<file path="config.mk">
export PLATFORM = sky130hd
export DESIGN_NAME = ahb_cmd_master
export DESIGN_NICKNAME = d
export VERILOG_FILES = /design/src/rtl/ahb_cmd_master.sv
export SDC_FILE = /design/constraint.sdc
export NUM_CORES = 1
export LEC_CHECK = 0
export ABC_CLOCK_PERIOD_IN_PS = 2900
export CAP_MARGIN = 20
export CORE_AREA = 5 5 149 80
export DETAILED_ROUTE_END_ITERATION = 16
export DIE_AREA = 0 0 154 85
export GPL_TIMING_DRIVEN = 0
export PLACE_DENSITY_LB_ADDON = 0.25
export SLEW_MARGIN = 30
export SYNTH_ARGS = -nofsm -noshare
export SYNTH_HDL_FRONTEND = slang
export SYNTH_SLANG_ARGS = --single-unit
</file>
<file path="constraint.sdc">
create_clock -name HCLK -period 2.9 [get_ports HCLK]
set_input_delay 0.435 -clock HCLK [delete_from_list [all_inputs] [get_ports HCLK]]
set_output_delay 0.435 -clock HCLK [all_outputs]
set_load 0.03 [all_outputs]
</file>
<file path="src/rtl/ahb_cmd_master.sv">
// Single-outstanding AHB-Lite master: accepts valid/ready read/write commands,
// issues each as one SINGLE transfer and returns status on a one-cycle strobe.
module ahb_cmd_master #(
    parameter int AWIDTH  = 10,
    parameter int TIMEOUT = 255
) (
    input  logic              HCLK,
    input  logic              HRESET,
    input  logic              CMD_VALID,
    output logic              CMD_READY,
    input  logic              CMD_WRITE,
    input  logic [AWIDTH-1:0] CMD_ADDR,
    input  logic [2:0]        CMD_SIZE,
    input  logic [31:0]       CMD_WDATA,
    output logic              RSP_VALID,
    output logic [31:0]       RSP_RDATA,
    output logic              RSP_ERROR,
    output logic              RSP_TIMEOUT,
    output logic              HSEL,
    output logic              HWRITE,
    output logic [AWIDTH-1:0] HADDR,
    output logic [2:0]        HSIZE,
    output logic [1:0]        HTRANS,
    output logic [31:0]       HWDATA,
    output logic [2:0]        HBURST,
    output logic              HMASTLOCK,
    output logic [3:0]        HPROT,
    input  logic              HREADY,
    input  logic [31:0]       HRDATA,
    input  logic              HRESP
);

    localparam logic [1:0] ST_IDLE   = 2'd0;
    localparam logic [1:0] ST_ADDR   = 2'd1;
    localparam logic [1:0] ST_DATA   = 2'd2;
    localparam logic [1:0] ST_REJECT = 2'd3;

    localparam logic [1:0]  TRANS_IDLE   = 2'b00;
    localparam logic [1:0]  TRANS_NONSEQ = 2'b10;
    localparam logic [15:0] TIMEOUT_CNT  = 16'(TIMEOUT);
    localparam logic [15:0] CNT_MAX      = 16'hFFFF;

    logic [1:0]        state_reg, state_next;
    logic              write_reg, write_next;
    logic [AWIDTH-1:0] addr_reg, addr_next;
    logic [2:0]        size_reg, size_next;
    logic [31:0]       wdata_reg, wdata_next;
    logic [15:0]       wait_cnt_reg, wait_cnt_next;
    logic              cmd_ready_reg, cmd_ready_next;
    logic              rsp_valid_reg, rsp_valid_next;
    logic [31:0]       rsp_rdata_reg, rsp_rdata_next;
    logic              rsp_error_reg, rsp_error_next;
    logic              rsp_timeout_reg, rsp_timeout_next;

    logic       cmd_accept;
    logic       cmd_misaligned;
    logic [1:0] low_bit_set;

    // Address bit gi must be clear whenever the transfer is wider than 2**gi bytes.
    genvar gi;
    generate
        for (gi = 0; gi < 2; gi++) begin : g_align
            assign low_bit_set[gi] = CMD_ADDR[gi] && (CMD_SIZE > 3'(gi));
        end
    endgenerate

    assign cmd_misaligned = (|low_bit_set) || (CMD_SIZE > 3'd2);
    assign cmd_accept     = CMD_VALID && cmd_ready_reg;

    always_comb begin
        state_next       = state_reg;
        write_next       = write_reg;
        addr_next        = addr_reg;
        size_next        = size_reg;
        wdata_next       = wdata_reg;
        wait_cnt_next    = wait_cnt_reg;
        rsp_valid_next   = 1'b0;
        rsp_rdata_next   = rsp_rdata_reg;
        rsp_error_next   = rsp_error_reg;
        rsp_timeout_next = rsp_timeout_reg;

        case (state_reg)
            ST_IDLE: begin
                if (cmd_accept) begin
                    write_next = CMD_WRITE;
                    addr_next  = CMD_ADDR;
                    size_next  = CMD_SIZE;
                    wdata_next = CMD_WDATA;
                    state_next = cmd_misaligned ? ST_REJECT : ST_ADDR;
                end
            end
            ST_ADDR: begin
                if (HREADY) begin
                    state_next    = ST_DATA;
                    wait_cnt_next = '0;
                end
            end
            ST_DATA: begin
                if (HREADY) begin
                    // HRESP on the HREADY=1 cycle is the final word of a two-cycle ERROR.
                    state_next       = ST_IDLE;
                    rsp_valid_next   = 1'b1;
                    rsp_error_next   = HRESP;
                    rsp_timeout_next = 1'b0;
                    rsp_rdata_next   = (!write_reg && !HRESP) ? HRDATA : 32'd0;
                end else if (wait_cnt_reg == TIMEOUT_CNT) begin
                    state_next       = ST_IDLE;
                    rsp_valid_next   = 1'b1;
                    rsp_error_next   = 1'b1;
                    rsp_timeout_next = 1'b1;
                    rsp_rdata_next   = 32'd0;
                end else if (wait_cnt_reg != CNT_MAX) begin
                    wait_cnt_next = wait_cnt_reg + 16'd1;
                end
            end
            ST_REJECT: begin
                state_next       = ST_IDLE;
                rsp_valid_next   = 1'b1;
                rsp_error_next   = 1'b1;
                rsp_timeout_next = 1'b0;
                rsp_rdata_next   = 32'd0;
            end
            default: state_next = ST_IDLE;
        endcase

        // Ready is registered so it reads 0 while reset is held.
        cmd_ready_next = (state_next == ST_IDLE);
    end

    always_ff @(posedge HCLK) begin
        if (HRESET) begin
            state_reg       <= ST_IDLE;
            write_reg       <= 1'b0;
            addr_reg        <= '0;
            size_reg        <= '0;
            wdata_reg       <= '0;
            wait_cnt_reg    <= '0;
            cmd_ready_reg   <= 1'b0;
            rsp_valid_reg   <= 1'b0;
            rsp_rdata_reg   <= '0;
            rsp_error_reg   <= 1'b0;
            rsp_timeout_reg <= 1'b0;
        end else begin
            state_reg       <= state_next;
            write_reg       <= write_next;
            addr_reg        <= addr_next;
            size_reg        <= size_next;
            wdata_reg       <= wdata_next;
            wait_cnt_reg    <= wait_cnt_next;
            cmd_ready_reg   <= cmd_ready_next;
            rsp_valid_reg   <= rsp_valid_next;
            rsp_rdata_reg   <= rsp_rdata_next;
            rsp_error_reg   <= rsp_error_next;
            rsp_timeout_reg <= rsp_timeout_next;
        end
    end

    assign CMD_READY   = cmd_ready_reg;
    assign RSP_VALID   = rsp_valid_reg;
    assign RSP_RDATA   = rsp_rdata_reg;
    assign RSP_ERROR   = rsp_error_reg;
    assign RSP_TIMEOUT = rsp_timeout_reg;

    // Address/control come straight from the command registers so they stay
    // stable across address-phase and data-phase wait states.
    assign HSEL      = (state_reg == ST_ADDR);
    assign HTRANS    = (state_reg == ST_ADDR) ? TRANS_NONSEQ : TRANS_IDLE;
    assign HADDR     = addr_reg;
    assign HWRITE    = write_reg;
    assign HSIZE     = size_reg;
    assign HWDATA    = wdata_reg;
    assign HBURST    = 3'b000;
    assign HMASTLOCK = 1'b0;
    assign HPROT     = 4'b0011;

endmodule

</file>
Word level (Yosys, flattened, before mapping) --
Cells that the tools add are included.
Word-level totals: bits in registers 100, logic and storage cells 64
Operators by class: add/sub/neg operators 1, magnitude comparators 3, eq/ne operators 10, muxes and demuxes 24, reductions and logical operators 15
Operators with widths (number):
- $mux 32 | 3
- $mux 16 | 4
- $pmux 32 s2 | 1
- $pmux 16 s2 | 1
- $add 16x1->16 const B | 1
- $eq 16x8->1 const B | 1
- $ne 16x16->1 const B | 1
- $mux 2 | 6
- $pmux 2 s4 | 1
- $gt 3x1->1 const B | 2
- $ne 2x2->1 const B | 3
- $pmux 1 s2 | 3
- $mux 1 | 5
- $reduce_and 5->1 | 1
- $eq 2x2->1 const B | 2
- $logic_and 1x1->1 | 4
- $logic_not 2->1 | 2
- $reduce_and 2->1 | 2
- $reduce_bool 2->1 | 2
- $gt 3x2->1 const B | 1
- $ne 3x3->1 const B | 1
- $eq 2x1->1 const B | 1
- $logic_not 1->1 | 2
- $ne 2x1->1 const B | 1
- other kinds (2) | 2

Longest topological paths before layout --
Gate-level depths: netlist of run 1.
word-level depth 8, depth in mapped cells 9

Least setup slack after synthesis of run 1 --
OpenSTA, ideal clock, no wires.
kind reg2reg, start point reg state_reg[0], end point reg wait_cnt_reg[13], data arrival time 1922 ps, setup slack 856 ps, cell stages (with the launch flop) 9, path through dfxtp_1 > inv_1 > ha_1 > buf_2 > and2_1 > a41o_1 > a211oi_4 > nor2_1 > a221o_1
On the way: cells in the longest elaborated chain, start to end 3, elaborated cells on any way between the ends 9
RTL lines:
- start: declaration | RTL line 43 | logic [1:0] state_reg, state_next;
- start signal: assignment | RTL line 144 | state_reg <= state_next;
- $eq 2x2->1 / $eq 2x1->1 (equally long branches) | RTL line 82 | case (state_reg)
- $ne 2x2->1 (no source line) (tied with other cells)
- $reduce_and 5->1 (no source line)
- end signal: assignment | RTL line 149 | wait_cnt_reg <= wait_cnt_next;
- end: declaration | RTL line 48 | logic [15:0] wait_cnt_reg, wait_cnt_next;
Parallel ways exist; a longest one is shown, timed or not. A chain may end at the register's enable or synchronous reset.

Final worst setup path of run 1 --
Ends and elaborated chain as after synthesis.

==> results of run 1 <==
[kinds of logic after synthesis]
family	after synthesis
buffers and inverters	49
multiplexers	1
flip-flops	100
other	2
adder cells (fa/ha/maj)	6
AND/OR/NAND/NOR	233
AO/OA/AOI/OAI	129
[worst max-delay path, cell delays in order, from the launching register on]
cell and delay, ns:
dfxtp_1 0.40, inv_1 0.11, ha_1 0.24, buf_2 0.21, and2_1 0.16, a41o_1 0.27
a211oi_4 0.35, nor2_1 0.20, a221o_1 0.39
[worst max-delay path by stage]
stage / from / end / slack (ns) / depth (start not counted)
floorplan: state_reg[0] / wait_cnt_reg[13] / 0.86 / 8
global placement: HRESET / wait_cnt_reg[7] / 0.30 / 5
detailed placement: HRESET / wait_cnt_reg[12] / 0.25 / 5
CTS: state_reg[0] / wait_cnt_reg[13] / 0.52 / 8
global route: HRESET / wait_cnt_reg[12] / 0.37 / 5
finish: state_reg[0] / wait_cnt_reg[13] / 0.47 / 8
[final cells by class]
cell class / count / area [µm²]
Multi-Input combinational cell: 378 / 2131
Fill cell: 908 / 4011
Clock inverter: 6 / 47.55
Inverter: 6 / 22.52
Sequential cell: 100 / 2002
Clock buffer: 10 / 239.0
Tap cell: 145 / 181.4
Timing Repair Buffer: 165 / 1652
Buffer: 43 / 254.0
[synth_stat cells, drive strengths merged]
cell type / count / share of area, %
conb: 2 / 0.17
a311oi: 1 / 0.34
nor3: 6 / 0.69
dfxtp: 100 / 46
or3: 1 / 0.14
ha: 6 / 1.7
clkinv: 1 / 0.086
buf: 27 / 4.4
nor2b: 4 / 0.57
and4: 3 / 0.71
nor3b: 1 / 0.17
a21o: 1 / 0.17
nor4: 3 / 1.1
nand4b: 1 / 0.20
clkbuf: 16 / 1.4
and3: 8 / 1.2
a21oi: 61 / 7.1
o311ai: 2 / 0.40
a22o: 2 / 0.40
nor2: 16 / 1.4
and3b: 1 / 0.20
inv: 5 / 0.43
o311a: 1 / 0.23
o41ai: 1 / 0.20
nand2: 110 / 9.4
and2: 2 / 0.29
nand3: 43 / 6.1
mux2: 1 / 0.26
a211o: 2 / 0.40
a31oi: 2 / 0.29
a31o: 1 / 0.20
o31ai: 1 / 0.17
nand2b: 27 / 3.9
a41oi: 1 / 0.63
nand4: 7 / 1.0
o2111a: 1 / 0.26
a221o: 2 / 0.46
o21a: 2 / 0.34
a211oi: 3 / 0.91
a41o: 4 / 0.94
o21ai: 41 / 5.5
[per-layer routing]
layer  up-vias  wire length (µm)  part of all wire [%]
met3        11              1365                    10
met5         -                 0                     0
met4         0               123                  0.93
met2       141              5389                    41
met1      1957              6379                    48
li1       2147                 -                     -
[cell usage in the layout (no fill, tap or decap), drive strengths merged, types with 2 or more instances in the layout]
cell and instances:
nand3 43, o311ai 2, nor2b 4, nand4 7, a221o 2, and2 2, dfxtp 100, nor3 6
buf 27, o21a 2, a211oi 3, and4 3, ha 6, clkbuf 26, nand2b 27, a31oi 2
conb 9, a21oi 61, a211o 2, nor4 3, nor2 16, a41o 4, clkinv 5, o21ai 41
and3 8, a22o 2, nand2 110, clkdlybuf4s50 165, inv 6
[through the flow]
step	worst slack (ns)	util, %	hold slack (ns)
finish	0.4683	61.94	0.4562
detailed placement	0.2464	59.22	0.4465
global route	0.3658	61.94	0.4741
floorplan	0.8562	-	0.4701
global placement	0.3021	59.22	0.4393
CTS	0.5183	61.94	0.4567
[report_power, final]
group,internal (mW),switching [mW],total (mW)
registers,1.52,0.0920,1.62
clock network,0.611,0.524,1.14
logic,0.596,0.919,1.51
total,2.73,1.54,4.27
==> impl_metrics.prom, run 1 <==
# TYPE chip_impl_metric gauge
chip_impl_info{name="hold_start",value="RSP_RDATA[3]"} 1
chip_impl_metric{name="tns",unit="ns"} 0
chip_impl_metric{name="postSynthRegisterBits",unit=""} 100
chip_impl_metric{name="cap_viol_max_count",unit=""} 0
chip_impl_metric{name="rrSetupSlack",unit="ns"} 0.47
chip_impl_metric{name="io_buffers",unit=""} 165
chip_impl_metric{name="synth_adder_area_share",unit="%"} 1.713
chip_impl_metric{name="routabilityCongestion",unit=""} 0.9017
chip_impl_metric{name="synth_cells",unit=""} 520
chip_impl_metric{name="drt_wl_total",unit="µm"} 13260
chip_impl_info{name="hold_path_class",value="flop to flop"} 1
chip_impl_metric{name="setup_viol_count_final",unit=""} 0
chip_impl_metric{name="first_pass_iters",unit=""} 5
chip_impl_metric{name="timing_worst_slew_pin_value",unit="ns"} 0.6578
chip_impl_metric{name="antennaDiodeCount",unit=""} 0
chip_impl_metric{name="via_count_of_the_first_global_routing_pass",unit=""} 4061
chip_impl_metric{name="grt_max_degree",unit=""} 18
chip_impl_metric{name="gr-usage-met2",unit="%"} 27.22
chip_impl_metric{name="dp.cells",unit=""} 837
chip_impl_metric{name="initial_utilization",unit="%"} 41.58
chip_impl_metric{name="achievable-frequency",unit="GHz"} 0.4112
chip_impl_info{name="outcome",value="finished, final reports clean"} 1
chip_impl_metric{name="route.antenna.remaining_nets",unit=""} 0
chip_impl_metric{name="detailed_place_hpwl",unit="µm"} 10370
chip_impl_metric{name="floorplan.die_area",unit="µm²"} 13090
chip_impl_metric{name="number_of_sinks_driven_by_the_clock_tree",unit=""} 100
chip_impl_metric{name="timing.reg2reg.worst_path_depth",unit=""} 8
chip_impl_metric{name="grt_use_met1",unit="%"} 27.89
chip_impl_metric{name="routed_wire_length_per_instance",unit="µm"} 15.54
chip_impl_metric{name="final-hold-violation-count",unit=""} 0
chip_impl_metric{name="globalRouteMet3Util",unit="%"} 8.762
chip_impl_metric{name="area_fraction_in_compound_gates_after_synthesis",unit="%"} 18.93
chip_impl_info{name="crit-reg2reg-launch",value="state_reg[0]"} 1
chip_impl_metric{name="grt_overflow",unit=""} 0
chip_impl_metric{name="numCtsBuffers",unit=""} 9
chip_impl_info{name="endpoint_kind",value="flop"} 1
chip_impl_metric{name="cts_setup_buffers",unit=""} 0
chip_impl_info{name="cts_tree",value="built"} 1
chip_impl_metric{name="min_period_over_period",unit="%"} 83.85
chip_impl_metric{name="postSynthAreaPerCell",unit="µm²"} 8.429
chip_impl_metric{name="power.static_leakage",unit="nW"} 2.339
chip_impl_metric{name="core_region_area",unit="µm²"} 10540
chip_impl_info{name="min_to",value="RSP_RDATA[3]"} 1
chip_impl_metric{name="cts_hold_buf",unit=""} 0
chip_impl_metric{name="via_count",unit=""} 4256
chip_impl_metric{name="timing.critical_path.required",unit="ns"} 3.13
chip_impl_metric{name="critPathArrivalTime",unit="ns"} 2.66
chip_impl_metric{name="timing.hold.worst_path_depth",unit=""} 2
chip_impl_metric{name="drtIter0Drc",unit=""} 303
chip_impl_metric{name="vdd.ir_drop.worst",unit="µV"} 297.9
chip_impl_metric{name="final_net_count",unit=""} 792
chip_impl_metric{name="worst_clock_skew",unit="ns"} 0.009147
chip_impl_metric{name="critical_path.max_fanout",unit=""} 10
chip_impl_metric{name="synth_simple_gate_area_share",unit="%"} 26.95
chip_impl_metric{name="post-route-min-period",unit="ns"} 2.432
chip_impl_metric{name="post_drt_via_cell_ratio",unit=""} 4.989
chip_impl_metric{name="number_of_antenna_violations_at_the_first_check_in_global_routing",unit=""} 0
chip_impl_metric{name="post_synth_mux_area_share",unit="%"} 0.2569
chip_impl_metric{name="dpl-instance-area",unit="µm²"} 6242
chip_impl_info{name="combinational_family_with_the_most_area_after_synthesis",value="simple AND/OR/NAND/NOR gates"} 1
chip_impl_metric{name="cts.path.max_buffers",unit=""} 2
chip_impl_metric{name="syn2layout_area_growth",unit="%"} 48.96
chip_impl_metric{name="yosysWarningCount",unit=""} 0
chip_impl_info{name="grt.busiest_layer",value="met1"} 1
chip_impl_info{name="worst_setup_path_start_kind",value="flop"} 1
chip_impl_metric{name="first_pass_grt_wire_length",unit="µm"} 21210
chip_impl_info{name="rsz0062_at_grt",value="no"} 1
chip_impl_metric{name="finalMaxSlewViolations",unit=""} 0
chip_impl_info{name="timing.rr.end",value="wait_cnt_reg[13]"} 1
chip_impl_metric{name="postLayoutCellArea",unit="µm²"} 6529
chip_impl_metric{name="fraction_of_final_layout_cells_sized_beyond_drive_strength_1",unit="%"} 10.03
chip_impl_metric{name="remaining_drc_errors",unit=""} 0
chip_impl_metric{name="final_cells",unit=""} 853
chip_impl_metric{name="mappedNetlistArea",unit="µm²"} 4383
chip_impl_info{name="clockRootBuffer",value="clkbuf_16"} 1
chip_impl_metric{name="powerDensity",unit="nW/µm²"} 653.4
chip_impl_metric{name="yosys.area_share.xor_xnor",unit="%"} 0
chip_impl_metric{name="die-width",unit="µm"} 154
chip_impl_metric{name="total_power",unit="mW"} 4.266
chip_impl_metric{name="rows",unit=""} 27
chip_impl_metric{name="postCtsResizedCells",unit=""} 0
chip_impl_metric{name="globalRouteTotalUtil",unit="%"} 19.63
chip_impl_metric{name="clock_latency_reported_for_the_late_side_of_the_worst_skew_pair",unit="ns"} 0.34
chip_impl_metric{name="io_pins",unit=""} 176
chip_impl_metric{name="synth_sequential_area_ratio",unit="%"} 45.68
chip_impl_metric{name="floorplan.die.height",unit="µm"} 85
chip_impl_metric{name="htree_levels",unit=""} 3
chip_impl_metric{name="cts.clk_slew.worst_paths",unit="ns"} 0.07
chip_impl_info{name="criticalPathCategory",value="flop to flop"} 1
chip_impl_metric{name="timing.slew.headroom",unit="%"} 56.15
chip_impl_metric{name="netlist-cell-type-count",unit=""} 55
Note: power is estimated with default switching activity, not from simulation.
==> run 2: changes to the inputs <==
--- a/config.mk
+++ b/config.mk
@@ -5,7 +5,7 @@
 export SDC_FILE = /design/constraint.sdc
 export NUM_CORES = 1
 export LEC_CHECK = 0
-export ABC_CLOCK_PERIOD_IN_PS = 2900
+export ABC_CLOCK_PERIOD_IN_PS = 2300
 export CAP_MARGIN = 20
 export CORE_AREA = 5 5 149 80
 export DETAILED_ROUTE_END_ITERATION = 16
==> constraint.sdc (replaced) <==
create_clock -name HCLK -period 2.3 [get_ports HCLK]
set_input_delay 0.345 -clock HCLK [delete_from_list [all_inputs] [get_ports HCLK]]
set_output_delay 0.345 -clock HCLK [all_outputs]
set_load 0.03 [all_outputs]
==> impl_metrics.prom, run 2 (synthesized netlist as in run 1, its figures left out) <==
# TYPE chip_impl_metric gauge
chip_impl_metric{name="tns",unit="ns"} 0
chip_impl_metric{name="dp.cells",unit=""} 837
chip_impl_info{name="outcome",value="finished, final reports clean"} 1
chip_impl_metric{name="floorplan.die_area",unit="µm²"} 13090
chip_impl_metric{name="number_of_sinks_driven_by_the_clock_tree",unit=""} 100
chip_impl_metric{name="rows",unit=""} 27
chip_impl_metric{name="grt_overflow",unit=""} 0
chip_impl_metric{name="layout.core_utilization",unit="%"} 62.51
chip_impl_metric{name="die-width",unit="µm"} 154
chip_impl_metric{name="timing.reg2reg.worst_path_depth",unit=""} 8
chip_impl_metric{name="io_buffers",unit=""} 165
chip_impl_metric{name="drt_wl_total",unit="µm"} 13380
chip_impl_metric{name="post-route-min-period",unit="ns"} 2.242
chip_impl_metric{name="powerDensity",unit="nW/µm²"} 825.4
chip_impl_metric{name="power.static_leakage",unit="nW"} 2.392
chip_impl_metric{name="number_of_antenna_violations_at_the_first_check_in_global_routing",unit=""} 0
chip_impl_metric{name="detailed_place_hpwl",unit="µm"} 10370
chip_impl_metric{name="multiInputGateArea",unit="µm²"} 2151
chip_impl_metric{name="timing.hold.worst_path_depth",unit=""} 2
chip_impl_info{name="min_to",value="RSP_ERROR"} 1
chip_impl_metric{name="timing_worst_slew_pin_value",unit="ns"} 0.5691
chip_impl_metric{name="vdd.ir_drop.worst",unit="µV"} 383.1
chip_impl_metric{name="final-hold-violation-count",unit=""} 0
chip_impl_metric{name="cts.clk_slew.worst_paths",unit="ns"} 0.07
chip_impl_metric{name="first_pass_grt_wire_length",unit="µm"} 21220
chip_impl_metric{name="htree_levels",unit=""} 3
chip_impl_metric{name="numCtsBuffers",unit=""} 9
chip_impl_metric{name="dpl-instance-area",unit="µm²"} 6242
chip_impl_info{name="cts_tree",value="built"} 1
chip_impl_info{name="mostFrequentLayoutCells",value="clkdlybuf4s50_1, nand2_1, dfxtp_1"} 1
chip_impl_metric{name="fraction_of_final_layout_cells_sized_beyond_drive_strength_1",unit="%"} 11.66
chip_impl_metric{name="antennaDiodeCount",unit=""} 0
chip_impl_metric{name="critPathArrivalTime",unit="ns"} 2.47
chip_impl_metric{name="route.antenna.remaining_nets",unit=""} 0
chip_impl_metric{name="sequential_cell_area",unit="µm²"} 2003
chip_impl_info{name="worst_setup_path_start_kind",value="flop"} 1
chip_impl_info{name="hold_start",value="HREADY"} 1
chip_impl_metric{name="min_period_over_period",unit="%"} 97.49
chip_impl_metric{name="setup_viol_count_final",unit=""} 0
chip_impl_metric{name="postLayoutCellArea",unit="µm²"} 6589
chip_impl_metric{name="drtIter0Drc",unit=""} 342
chip_impl_metric{name="finalMaxSlewViolations",unit=""} 0
chip_impl_metric{name="routed_wire_length_per_instance",unit="µm"} 15.61
chip_impl_metric{name="core_region_area",unit="µm²"} 10540
chip_impl_metric{name="post_drt_via_cell_ratio",unit=""} 4.988
chip_impl_metric{name="grt_max_degree",unit=""} 18
chip_impl_info{name="endpoint_kind",value="flop"} 1
chip_impl_metric{name="via_count",unit=""} 4275
chip_impl_metric{name="timing.slew.headroom",unit="%"} 62.06
chip_impl_metric{name="worst_clock_skew",unit="ns"} 0.01001
chip_impl_info{name="criticalPathCategory",value="flop to flop"} 1
chip_impl_metric{name="via_count_of_the_first_global_routing_pass",unit=""} 4070
chip_impl_metric{name="routabilityCongestion",unit=""} 0.9017
chip_impl_info{name="clockRootBuffer",value="clkbuf_16"} 1
chip_impl_metric{name="rrSetupSlack",unit="ns"} 0.06
chip_impl_info{name="rsz0062_at_grt",value="yes"} 1
chip_impl_metric{name="achievable-frequency",unit="GHz"} 0.4460
chip_impl_info{name="hold_path_class",value="input port to flop"} 1
chip_impl_metric{name="cts.path.max_buffers",unit=""} 2
chip_impl_info{name="timing.rr.end",value="wait_cnt_reg[13]"} 1
chip_impl_info{name="layout_commonest_cell",value="clkdlybuf4s50_1"} 1
chip_impl_metric{name="syn2layout_area_growth",unit="%"} 50.33
chip_impl_metric{name="cap_viol_max_count",unit=""} 0
chip_impl_info{name="crit-reg2reg-launch",value="state_reg[0]"} 1
chip_impl_metric{name="final_cells",unit=""} 857
chip_impl_metric{name="clock_latency_reported_for_the_late_side_of_the_worst_skew_pair",unit="ns"} 0.35
chip_impl_metric{name="cts_hold_buf",unit=""} 0
chip_impl_metric{name="timing.critical_path.required",unit="ns"} 2.53
chip_impl_metric{name="nFillCells",unit=""} 903
chip_impl_metric{name="remaining_drc_errors",unit=""} 0
chip_impl_metric{name="globalRouteTotalUtil",unit="%"} 19.65
chip_impl_metric{name="final_net_count",unit=""} 796
chip_impl_metric{name="initial_utilization",unit="%"} 41.58
chip_impl_metric{name="final.setup.worst_slack",unit="ns"} 0.05782
chip_impl_metric{name="detailedPlace.worstSlack",unit="ns"} -0.2636
chip_impl_metric{name="floorplan.die.height",unit="µm"} 85
chip_impl_metric{name="io_pins",unit=""} 176
chip_impl_metric{name="first_pass_iters",unit=""} 5
chip_impl_metric{name="critical_path.max_fanout",unit=""} 10
-- run 2: cell types whose count changed in the layout (fill, tap and decap cells not counted), moves of 2 or more --
cell / delta
clkbuf_1: -2
nor3_2: +2
buf_4: +5
clkbuf_2: +3
nor3_1: -2
-- run 2: worst max path at each step --
stage	start	endpoint	slack (ns)	cells past startpoint
final	state_reg[0]	wait_cnt_reg[13]	0.06	8
after global routing	HRESET	HADDR[8]	-0.02	5
after CTS	state_reg[0]	wait_cnt_reg[13]	0.02	8
after detailed placement	HRESET	wait_cnt_reg[12]	-0.26	5
after global placement	HRESET	wait_cnt_reg[7]	-0.21	5
after floorplan	state_reg[0]	wait_cnt_reg[13]	0.26	8
-- run 2: per-stage QoR --
step           power (mW)  hold WS (ns)
6_report            5.438        0.3924
5_1_grt             5.708        0.3986
4_1_cts             5.414        0.3763
3_5_place_dp        3.968        0.4465
3_3_place_gp        3.934        0.4393
2_1_floorplan       3.205        0.4660
-- run 2: worst max-delay path: stages (launching register included) --
cell      delay (ns)
dfxtp_2         0.36
inv_1           0.09
ha_1            0.24
buf_4           0.19
and2_1          0.15
a41o_1          0.27
a211oi_4        0.36
nor2_4          0.10
a221o_1         0.37
-- run 2: repair_timing --
item,CTS,global route
setup buffers,0,4
endpoints found under the setup margin,4,75
pin swaps,1,1
gates cloned,0,0
gates resized for setup,2,12
-- run 2: routing by layer --
metal  wire [µm]  GRT usage (%)
met3        1381          8.762
met5           0              0
met1        6445          27.95
met2        5432          27.22
met4         123          4.407
-- run 2: area by class of cell --
cell class / count / share of cell area [%]
Buffer: 43 / 3.950
Clock buffer: 10 / 3.627
Clock inverter: 6 / 0.7216
Inverter: 6 / 0.3418
Multi-Input combinational cell: 378 / 32.64
Sequential cell: 100 / 30.40
Tap cell: 145 / 2.754
Timing Repair Buffer: 169 / 25.56
-- run 2: power by group --
part | internal (mW) | leakage (nW) | switching [mW]
sequential | 1.92 | 0.810 | 0.117
combinational | 0.787 | 1.44 | 1.18
clock | 0.771 | 0.139 | 0.667
